==> src/rtl/seg_stream_pkg.sv <==
// Shared constants for the seven-segment serial stream receiver.
// Segment bytes map a=bit0 .. g=bit6; bit7 must be zero for a valid code.
package seg_stream_pkg;

  localparam int NUM_DIGITS = 6;
  localparam logic [2:0] IDX_LAST = 3'(NUM_DIGITS - 1);

  localparam logic [7:0] SEG_0 = 8'h3F;
  localparam logic [7:0] SEG_1 = 8'h06;
  localparam logic [7:0] SEG_2 = 8'h5B;
  localparam logic [7:0] SEG_3 = 8'h4F;
  localparam logic [7:0] SEG_4 = 8'h66;
  localparam logic [7:0] SEG_5 = 8'h6D;
  localparam logic [7:0] SEG_6 = 8'h7D;
  localparam logic [7:0] SEG_7 = 8'h07;
  localparam logic [7:0] SEG_8 = 8'h7F;
  localparam logic [7:0] SEG_9 = 8'h6F;

  localparam logic [3:0] NIBBLE_INV = 4'hF;

endpackage

==> src/rtl/seg_decoder.sv <==
// Combinational seven-segment byte to BCD nibble decoder.
// Unknown patterns (including any with bit7 set) give NIBBLE_INV and valid=0.
module seg_decoder
  import seg_stream_pkg::*;
(
  input  logic [7:0] i_seg,
  output logic [3:0] o_nibble,
  output logic       o_valid
);

  always_comb begin
    o_nibble = NIBBLE_INV;
    o_valid  = 1'b1;
    case (i_seg)
      SEG_0:   o_nibble = 4'd0;
      SEG_1:   o_nibble = 4'd1;
      SEG_2:   o_nibble = 4'd2;
      SEG_3:   o_nibble = 4'd3;
      SEG_4:   o_nibble = 4'd4;
      SEG_5:   o_nibble = 4'd5;
      SEG_6:   o_nibble = 4'd6;
      SEG_7:   o_nibble = 4'd7;
      SEG_8:   o_nibble = 4'd8;
      SEG_9:   o_nibble = 4'd9;
      default: o_valid  = 1'b0;
    endcase
  end

endmodule

==> src/rtl/seg_stream_rx.sv <==
// Receives a serial seven-segment stream (sclk/latch/bit) and rebuilds BCD time.
// Define SEG_STREAM_RX_SYNC_EN to insert a 2-flop synchronizer on each serial input.
module seg_stream_rx
  import seg_stream_pkg::*;
#(
  parameter int IDLE_CYCLES = 1024
) (
  input  logic       i_clk,
  input  logic       i_rst_n,
  input  logic       i_sclk,
  input  logic       i_latch,
  input  logic       i_bit,
  input  logic       i_err_clr,
  output logic [7:0] o_seconds,
  output logic [7:0] o_minutes,
  output logic [7:0] o_hours,
  output logic       o_frame,
  output logic       o_err
);

  localparam int IDLE_W = $clog2(IDLE_CYCLES + 1);
  localparam logic [IDLE_W-1:0] IDLE_MAX = IDLE_W'(IDLE_CYCLES);

  // Input pipeline: bit0 = sclk, bit1 = latch, bit2 = data.
  logic [2:0] samp_q;
  logic [1:0] hist_q;

`ifdef SEG_STREAM_RX_SYNC_EN
  logic [2:0] meta_q;

  always_ff @(posedge i_clk or negedge i_rst_n) begin
    if (!i_rst_n) begin
      meta_q <= 3'b000;
      samp_q <= 3'b000;
    end else begin
      meta_q <= {i_bit, i_latch, i_sclk};
      samp_q <= meta_q;
    end
  end
`else
  always_ff @(posedge i_clk or negedge i_rst_n) begin
    if (!i_rst_n) begin
      samp_q <= 3'b000;
    end else begin
      samp_q <= {i_bit, i_latch, i_sclk};
    end
  end
`endif

  always_ff @(posedge i_clk or negedge i_rst_n) begin
    if (!i_rst_n) begin
      hist_q <= 2'b00;
    end else begin
      hist_q <= samp_q[1:0];
    end
  end

  logic sclk_rise;
  logic latch_rise;
  logic any_edge;

  assign sclk_rise  = samp_q[0] & ~hist_q[0];
  assign latch_rise = samp_q[1] & ~hist_q[1];
  assign any_edge   = sclk_rise | latch_rise;

  logic [7:0]        shift_q;
  logic [3:0]        bit_cnt_q;
  logic [2:0]        idx_q;
  logic [3:0]        staging_q [NUM_DIGITS];
  logic [IDLE_W-1:0] idle_q;
  logic              frame_pend_q;
  logic [7:0]        sec_q;
  logic [7:0]        min_q;
  logic [7:0]        hr_q;
  logic              frame_q;
  logic              err_q;

  logic [3:0] dec_nibble;
  logic       dec_valid;

  seg_decoder u_dec (
    .i_seg    (shift_q),
    .o_nibble (dec_nibble),
    .o_valid  (dec_valid)
  );

  // The latch always judges the byte as it stood before any coincident shift.
  logic       byte_ok;
  logic [3:0] digit_d;
  logic       err_set;

  assign byte_ok = (bit_cnt_q == 4'd8) && dec_valid;
  assign digit_d = byte_ok ? dec_nibble : NIBBLE_INV;
  assign err_set = latch_rise && !byte_ok;

  always_ff @(posedge i_clk or negedge i_rst_n) begin
    if (!i_rst_n) begin
      shift_q      <= 8'h00;
      bit_cnt_q    <= 4'd0;
      idx_q        <= 3'd0;
      idle_q       <= '0;
      frame_pend_q <= 1'b0;
      sec_q        <= 8'h00;
      min_q        <= 8'h00;
      hr_q         <= 8'h00;
      frame_q      <= 1'b0;
      err_q        <= 1'b0;
      for (int i = 0; i < NUM_DIGITS; i++) staging_q[i] <= 4'h0;
    end else begin
      frame_pend_q <= 1'b0;
      frame_q      <= 1'b0;

      // Outputs load one edge after the last digit lands in staging.
      if (frame_pend_q) begin
        sec_q   <= {staging_q[1], staging_q[0]};
        min_q   <= {staging_q[3], staging_q[2]};
        hr_q    <= {staging_q[5], staging_q[4]};
        frame_q <= 1'b1;
      end

      if (any_edge) begin
        idle_q <= '0;
      end else if (idle_q != IDLE_MAX) begin
        idle_q <= idle_q + IDLE_W'(1);
      end

      if (sclk_rise) begin
        shift_q <= {shift_q[6:0], samp_q[2]};
      end

      if (latch_rise) begin
        staging_q[idx_q] <= digit_d;
        bit_cnt_q        <= sclk_rise ? 4'd1 : 4'd0;
        if (idx_q == IDX_LAST) begin
          idx_q        <= 3'd0;
          frame_pend_q <= 1'b1;
        end else begin
          idx_q <= idx_q + 3'd1;
        end
      end else if (sclk_rise) begin
        if (bit_cnt_q != 4'd15) bit_cnt_q <= bit_cnt_q + 4'd1;
      end else if (idle_q == IDLE_MAX) begin
        idx_q     <= 3'd0;
        bit_cnt_q <= 4'd0;
      end

      if (err_set) begin
        err_q <= 1'b1;
      end else if (i_err_clr) begin
        err_q <= 1'b0;
      end
    end
  end

  assign o_seconds = sec_q;
  assign o_minutes = min_q;
  assign o_hours   = hr_q;
  assign o_frame   = frame_q;
  assign o_err     = err_q;

endmodule

==> config.mk <==
export PLATFORM = sky130hd
export DESIGN_NAME = seg_stream_rx
export DESIGN_NICKNAME = d
export VERILOG_FILES = /design/src/rtl/seg_stream_pkg.sv /design/src/rtl/seg_decoder.sv /design/src/rtl/seg_stream_rx.sv
export SDC_FILE = /design/constraint.sdc
export NUM_CORES = 1
export LEC_CHECK = 0
export CORE_MARGIN = 3
export CORE_UTILIZATION = 60
export DETAILED_ROUTE_END_ITERATION = 8
export PLACE_DENSITY = 0.88
export SLEW_MARGIN = 20
export SYNTH_ARGS = -nofsm -noshare
export SYNTH_HDL_FRONTEND = slang
export SYNTH_HIERARCHICAL = 1
export SYNTH_SLANG_ARGS = --single-unit
==> constraint.sdc <==
create_clock -name i_clk -period 5.4 [get_ports i_clk]
set_input_delay 1.08 -clock i_clk [delete_from_list [all_inputs] [get_ports i_clk]]
set_output_delay 1.08 -clock i_clk [all_outputs]
set_load 0.02 [all_outputs]
=== Word level (Yosys, flattened, before mapping) ===
Index checks and enable logic that the tools add are counted.

* Add/sub/neg operators: 3
* $lt $le $gt $ge: 2
* Equality and inequality tests: 17
* Muxes and demuxes: 22
* Bitwise operators: 6
* Reduce and logical (&&, ||, !) cells: 11

{| class="wikitable"
|+ Operator list
! operator !! number
|-
| $eq 8x7->1 const B || 7
|-
| $pmux 4 s10 || 1
|-
| $bwmux 24 || 1
|-
| $mux 4 || 6
|-
| $mux 11 || 2
|-
| $eq 8x3->1 const B || 2
|-
| $demux 4 s3 || 1
|-
| $mux 3 || 4
|-
| $add 11x1->11 const B || 1
|-
| $eq 11x11->1 const B || 1
|-
| $ne 11x11->1 const B || 1
|-
| $reduce_or 10->1 || 1
|-
| $eq 8x6->1 const B || 1
|-
| $mux 1 || 7
|-
| $reduce_bool 2->1 || 3
|-
| $add 4x1->4 const B || 1
|-
| $eq 4x4->1 const B || 1
|-
| $ge 4x4->1 const B || 1
|-
| $lt 4x1->1 const B || 1
|-
| $ne 4x4->1 const B || 1
|-
| $not 3->4 || 1
|-
| $reduce_and 2->1 || 2
|-
| $add 3x1->3 const B || 1
|-
| $eq 3x3->1 const B || 1
|-
| other kinds (8) || 12
|}

* Register bits after elaboration: 82
* Input port bits: 6
* Output and inout port bits: 26
* Logic and storage cells: 79

=== Longest topological paths before layout ===
Gate-level depths: netlist of the first run.

* Word-level depth: 7
* Mapped depth: 8
* Mapped depth without buffers: 7

=== By module ===
Netlist of the first run, hierarchy kept.

{| class="wikitable"
|+ By module, submodules not included
! module !! times used !! cells each !! area an instance (um^2) !! sequential area each (um^2)
|-
| seg_stream_rx || 1 || 274 || 3,350.7 || 2,052.0
|-
| seg_decoder || 1 || 26 || 183.9 || 0.0
|}

=== Least setup slack after synthesis of the first run ===
No wires, ideal clock.

* Path type: register to register
* From: register shift_q[0]
* To: register staging_q[6] (netlist bit)
* Setup time: 0.128 ns
* Data arrival time: 2.049 ns
* Data required time: 5.272 ns
* Path slack: 3.223 ns
* Stages on the path, launching flop included: 9
* Buffers on the path: 1
* Clock period less this slack: 2.177 ns
* Cell sequence: dfrtp_1 > clkbuf_2 > nand4_1 > or4_1 > o211ai_2 > or2_1 > nand4b_4 > or2_2 > mux2_1

* Longest elaborated chain between the ends: 6
* Elaborated cells between the ends (all ways): 16
* Those cells by class: eq/ne: 10; mux: 4; reduce/logical: 2

{| class="wikitable"
|+ Ends and longest elaborated chain
! element !! line !! text
|-
| start: declaration || seg_stream_rx.sv:66 || <nowiki>logic [7:0] shift_q;</nowiki>
|-
| start signal: assignment || seg_stream_rx.sv:128 || <nowiki>shift_q <= {shift_q[6:0], samp_q[2]};</nowiki>
|-
| $eq 8x6->1, or another cell as far along || seg_decoder.sv:14 || <nowiki>case (i_seg)</nowiki>
|-
| $reduce_or 10->1 (no source line) (*) || - ||
|-
| $mux 1 (*) || seg_decoder.sv:14 ||
|-
| named net dec_valid || seg_stream_rx.sv:79 || <nowiki>logic dec_valid;</nowiki>
|-
| $logic_and 1x1->1 (*) || seg_stream_rx.sv:92 || <nowiki>assign byte_ok = (bit_cnt_q == 4'd8) && dec_valid;</nowiki>
|-
| $mux 4 (*) || seg_stream_rx.sv:93 || <nowiki>assign digit_d = byte_ok ? dec_nibble : NIBBLE_INV;</nowiki>
|-
| $bwmux 24 (*) || seg_stream_rx.sv:132 || <nowiki>staging_q[idx_q] <= digit_d;</nowiki>
|-
| end signal: indexed assignment || seg_stream_rx.sv:132 ||
|-
| end: declaration || seg_stream_rx.sv:69 || <nowiki>logic [3:0] staging_q [NUM_DIGITS];</nowiki>
|}

Mark *: on every way through the listed nets, which the timed path passes. The rest lies on a longest branch.
A chain may end at the register's enable or synchronous reset.

=== Worst setup path after layout of the first run ===
* From: register shift_q[6]
* To: register staging_q[7] (netlist bit)

Same word-level chain as after synthesis.

==> results of run 1 <==
-- registers in the layout (all words and copies together), names as in the netlist, 3 cells and up --
| signal | flops |
|---|---|
| idx_q | 3 |
| o_minutes | 8 |
| staging_q | 24 |
| samp_q | 3 |
| bit_cnt_q | 4 |
| o_seconds | 8 |
| shift_q | 8 |
| o_hours | 8 |
| idle_q | 11 |
-- cell type report --
class                   instances  area share
well taps                      72     0.02194
inverters                       8    0.007315
flip-flops and latches         82      0.4998
repair buffers                 32     0.07985
clock inverters                 5     0.01341
multi-input cells             201      0.3441
clock buffers                  10     0.03353
-- stage by stage --
stage	cells	utilization	setup WS (ns)
CTS	409	0.7285	2.908
global placement	394	0.6941	3.135
floorplan	300	-	3.223
detailed placement	394	0.6941	2.925
finish	410	0.7320	2.869
global route	410	0.7320	2.705
-- placed cells by master, fill, tap and decap left out, drive strengths merged, types with 2 or more instances in the layout --
cell type / count
dfrtp: 82
nand2: 51
mux2: 37
clkdlybuf4s50: 30
o21ai: 19
nor2: 16
nand3: 10
clkbuf: 10
inv: 8
xor2: 5
or2: 5
nand4: 5
nor3: 4
xnor2: 4
ha: 4
o211ai: 4
nor2b: 3
nand2b: 3
a21oi: 3
nand3b: 3
nor4: 2
and4: 2
and3: 2
mux2i: 2
clkinvlp: 2
clkinv: 2
o2111ai: 2
nor4b: 2
nand4b: 2
buf: 2
-- logic make-up (layout without fill, tap and decap cells) --
group / after synthesis / after routing
DFF: 82 / 82
buffers and inverters: 17 / 55
xor gates and xnor gates: 9 / 9
AOI/OAI and AO/OA: 34 / 34
adders and majority gates: 4 / 4
muxes: 39 / 39
and+or+nand+nor: 115 / 115
-- final timing paths --
check,startpoint,endpoint,slack [ns]
setup / recovery,shift_q[6],staging_q[7],2.87
hold / removal,samp_q[1],hist_q[1],0.40
setup reg to reg,shift_q[6],staging_q[7],2.87
hold reg to reg,samp_q[1],hist_q[1],0.40
max in group asynchronous,i_rst_n,hist_q[1],4.11
min in group asynchronous,i_rst_n,o_minutes[7],0.70
-- layer usage --
metal	wire, microns	GRT usage	vias to the layer above
li1	-	-	1117
met1	2846	0.2771	1143
met2	3096	0.3133	50
met3	277	0.04989	14
met4	153	0.09150	0
met5	0	0	-
-- critical path, cell delays in order (launching register included) --
cell and delay (ns):
dfrtp_1 0.46, nor4b_1 0.58, nand3_1 0.25, o211ai_2 0.16, or2_1 0.18, nand4b_4 0.16
or2_2 0.33, mux2_1 0.29
-- power by group through the flow --
| stage | combinational [mW] | clock (mW) | sequential [mW] |
|---|---|---|---|
| final | 0.531 | 0.437 | 0.931 |
| after global routing | 0.581 | 0.473 | 0.957 |
| after CTS | 0.533 | 0.442 | 0.929 |
| after detailed placement | 0.529 | 0 | 0.939 |
| after global placement | 0.510 | 0 | 0.926 |
| after floorplan | 0.218 | 0 | 1.00 |
==> flow_summary_export.csv, run 1 <==
group,metric,value,unit
global_routing,antenna_found_initial,0,
power_and_ir_drop,p_sw,597.5,uW
final_layout,register_area,2052,sq um
sta,fmax,0.3952,GHz
sta,setup_violations,0,
floorplanning,fp.dieH,82.76,microns
cts,cts-root-buf,"clkbuf_8",
final_layout,multi_input_area,1413,sq um
floorplanning,num_rows,27,
worst_setup_path,worstSetupPathType,"register to register",
global_routing,grtUsageTotal,0.2047,
final_layout,area_delta_synth_final,16.14,%
cts,cts-resized-gates,0,
global_routing,grt_pass1_wl,10430,microns
cts,ctsHoldBuffers,0,
sta,worstMarginPinSlew,1.082,ns
floorplanning,dieArea,6848,sq um
power_and_ir_drop,p_int,1.301,mW
synthesis,yosys-top-cells-count,"82 x dfrtp_1, 51 x nand2_1, 33 x mux2_2",
final_layout,nFillCells,391,
worst_setup_path,cp-start-kind,"register",
worst_hold_path,worst_hold_path_type,"register to register",
final_layout,drive_gt1_frac,0.1834,
synthesis,synth-seq-cells,82,
synthesis,synth_compound_area_frac,0.06124,
worst_setup_path,arrival,2.77,ns
sta,fin_crit_sh,0.4686,
sta,hold-worst-slack,0.4012,ns
synthesis,synth-async-reset-ratio,1.000,
placement,dp_hpwl,4271,microns
synthesis,postSynthCellCount,300,
run_status,status,"completed",
worst_hold_path,whs_path_depth,0,
sta,final_hold_viol_count,0,
synthesis,yosysMostFrequentCell,"dfrtp_1",
power_and_ir_drop,ir_worst_vdd,0.2641,mV
power_and_ir_drop,p_leak,1.834,nW
final_layout,nNetsFinal,344,
global_routing,grt_pass1_vias,2166,
synthesis,netlist_area,3535,sq um
power_and_ir_drop,p_per_area,462.5,nW/um^2
synthesis,synth_simple_gate_area_frac,0.1784,
routing,num_vias,2324,
floorplanning,ios,32,
power_and_ir_drop,clkPwrFrac,0.230,
worst_setup_path,crit_required,5.64,ns
sta,relSlewSlack,0.2770,
floorplanning,die-width,82.76,microns
power_and_ir_drop,switching_share,0.3147,
placement,place.gp.congestion,0.8283,
global_routing,grt_max_degree,83,
floorplanning,core,5608,sq um
routing,drtIter0Drc,105,
synthesis,synth_ff_type,"dfrtp_1",
synthesis,synth_top_family_by_area,"simple AND/OR/NAND/NOR gates",
sta,final.setup.tns,0,ns
placement,place_area,3892,sq um
final_layout,antennaDiodeCount,0,
cts,clock_sinks,82,
power_and_ir_drop,seqPwrFrac,0.490,
placement,port-buffer-count,31,
sta,finClkSkew,0.01031,ns
power_and_ir_drop,power,1.899,mW
cts,numCtsBuffers,9,
run,drv_cap,0,
synthesis,synth_edf_count,0,
cts,cts_setup_buffers,0,
cts,clkTransAtPathRegs,0.08,ns
sta,min_period,2.531,ns
synthesis,synthTopCellsByArea,"dfrtp_1 58%, mux2_2 11%, nand2_1 5.4%",
routing,ant_nets,0,
synthesis,syn_nets,310,
global_routing,grt.overflow.total,0,
synthesis,yosysWarnings,6,
synthesis,synth_fa_ha_area_frac,0.01416,
synthesis,synth.largest_area_cell,"dfrtp_1",
synthesis,synth_top_area_frac,0.5805,
sta,maxSlewViolCount,0,
synthesis,synth_xor_area_frac,0.02230,
worst_setup_path,endpoint_kind,"register",
routing,dr.pass1.iters,4,
worst_setup_path,path_max_fanout,9,
routing,wl,6372,microns
cts,clockBufferDepth,2,
routing,viasPerCell,5.668,
cts,clock_latency,0.36,ns
synthesis,synth.area.mux_share,0.1235,
synthesis,avgSynthCellArea,11.78,sq um
power_and_ir_drop,power_frac_comb,0.280,
floorplanning,start_util,0.6303,
routing,drc,0,
routing,wl_per_cell,15.54,microns
synthesis,yosysUniqueCellTypes,48,
worst_setup_path,reg2reg_depth,7,
cts,h-tree-depth,3,
sta,rsz0062_at_grt,"no",
synthesis,yosysSeqAreaShare,0.5805,
cts,cts_tree,"done",
final_layout,design_area,4105,sq um
(Power assumes the default switching activity.)
==> inputs of run 2 (changes only) <==
CORE_UTILIZATION = 57   (was 60)
PLACE_DENSITY = 0.84   (was 0.88)
clock period = 2.4 ns   (was 5.4 ns; I/O delays follow)
==> run 2 against run 1 <==
Compared with the run above:
- combinational power up 140%
- die area grew 4.9%
- non-clock buffer count rose by 10
- sequential share of layout area shrank 1.4 points
- utilization is 2.1 points lower
- register-to-register slack worse by 2.8 ns
- worst hold slack worse by 0.28 ns
- critical endpoint unchanged
- largest cell class unchanged
- largest power group unchanged
- highest routed layer unchanged
==> flow_summary_export.csv, run 2 (synthesis results as in run 1) <==
group,metric,value,unit
run_status,status,"completed",
power_and_ir_drop,p_per_area,1047,nW/um^2
sta,min_period,2.309,ns
worst_setup_path,reg2reg_depth,7,
run,drv_cap,0,
power_and_ir_drop,ir_worst_vdd,0.5943,mV
floorplanning,core,5956,sq um
worst_setup_path,endpoint_kind,"register",
placement,port-buffer-count,31,
routing,ant_nets,0,
global_routing,antenna_found_initial,0,
final_layout,final_cell_mix,"78 x dfrtp_1, 51 x nand2_1, 33 x mux2_2, 30 x clkdlybuf4s50_1, 16 x o21ai_0",
worst_setup_path,path_max_fanout,9,
final_layout,final_common_cell,"dfrtp_1",
worst_setup_path,worstSetupPathType,"register to register",
cts,clock_latency,0.35,ns
placement,post-place-ws,-0.01295,ns
final_layout,nNetsFinal,354,
cts,cts-root-buf,"clkbuf_8",
worst_hold_path,worst_hold_path_type,"input port to async pin",
final_layout,drive_gt1_frac,0.2235,
global_routing,grt.overflow.total,0,
floorplanning,dieArea,7182,sq um
cts,clockBufferDepth,2,
global_routing,grt_pass1_wl,11470,microns
final_layout,stdcell_count,424,
final_layout,multi_input_area,1434,sq um
routing,dr.pass1.iters,4,
floorplanning,ios,32,
power_and_ir_drop,p_leak,1.903,nW
final_layout,register_area,2057,sq um
final_layout,nFillCells,410,
placement,dp_hpwl,4727,microns
global_routing,grt_pass1_vias,2407,
sta,maxSlewViolCount,0,
sta,worstMarginPinSlew,0.6578,ns
cts,clkTransAtPathRegs,0.08,ns
sta,fmax,0.4331,GHz
sta,final_hold_viol_count,0,
worst_setup_path,crit_required,2.63,ns
final_layout,antennaDiodeCount,0,
routing,drtIter0Drc,129,
final_layout,largest_reg_flops,24,
routing,wl,6710,microns
worst_setup_path,arrival,2.53,ns
routing,viasPerCell,5.700,
final_layout,area_delta_synth_final,19.86,%
global_routing,grt_max_degree,44,
global_routing,grtUsageTotal,0.1998,
cts,clock_sinks,82,
sta,fin_crit_sh,0.9621,
sta,final.setup.tns,0,ns
cts,cts_tree,"done",
routing,num_vias,2417,
placement,place.gp.congestion,0.8094,
final_layout,regMostFlops,"staging_q",
sta,relSlewSlack,0.5606,
sta,worst_slack,0.09105,ns
floorplanning,start_util,0.5935,
floorplanning,fp.dieH,84.75,microns
worst_setup_path,cp-start-kind,"register",
placement,placed_cells,402,
cts,numCtsBuffers,9,
cts,ctsHoldBuffers,0,
routing,drc,0,
sta,finClkSkew,0.01376,ns
final_layout,top_regs,"staging_q (24), idle_q (11)",
sta,setup_violations,0,
floorplanning,num_rows,28,
routing,wl_per_cell,15.83,microns
floorplanning,die-width,84.75,microns
cts,h-tree-depth,3,
## run 2: changes by cell type in the layout (fill, tap and decap cells not counted)
cell        change
dfrtp_2         +4
buf_4          +10
nor4b_2         +1
dfrtp_1         -4
nor4b_4         +1
clkinvlp_4      -2
clkinv_4        +3
nor4b_1         -2
clkbuf_1        +1
clkbuf_8        -1
bufinv_16       +1
clkinv_2        -1
## run 2: final cells by class
class,count,share of cell area
sequential,82,0.4855
multi-input combinational,201,0.3385
timing repair buffer,42,0.09510
clock buffer,10,0.03012
tap,75,0.02215
clock inverter,6,0.02156
inverter,8,0.007088
## run 2: metrics by stage
step	instance area (sq um)	hold slack, ns	util	power, mW
floorplan	3535	0.1844	-	2.747
global placement	3946	0.3807	0.6626	3.246
detailed placement	3946	0.3933	0.6626	3.336
CTS	4172	0.1334	0.7004	4.425
global route	4237	0.1423	0.7113	4.684
finish	4237	0.1187	0.7113	4.434
## run 2: path summary, 6_finish.rpt
kind                                end  slack [ns]       start
hold reg to reg               hist_q[1]        0.40   samp_q[1]
setup / recovery           staging_q[7]        0.09  shift_q[0]
min in group i_clk            hist_q[1]        0.40   samp_q[1]
hold / removal             o_seconds[7]        0.12     i_rst_n
setup reg to reg           staging_q[7]        0.09  shift_q[0]
max in group asynchronous    shift_q[3]        1.68     i_rst_n
## run 2: repair_timing
action | 4_1_cts | 5_1_grt
gates cloned | 0 | 0
setup endpoints to repair | 1 | 12
resized for setup | 1 | 6
setup buffers | 0 | 6
## run 2: layer usage
layer  wire length (microns)  track usage
met1                    2952       0.2561
met2                    3444       0.3338
met3                     198      0.03729
met4                     115      0.08489
met5                       0            0
## run 2: report_power, final
group          switching (mW)  internal (mW)
registers               0.287           1.80
clock network           0.503          0.590
logic                   0.591          0.661
total                    1.38           3.05
## run 2: worst max-delay path: stages, from the launching register on
cell and delay (ns):
dfrtp_2 0.45, nand4_1 0.14, or4_1 0.51, o211ai_2 0.11, or2_1 0.19, nand4b_4 0.17
or2_2 0.33, mux2_1 0.29
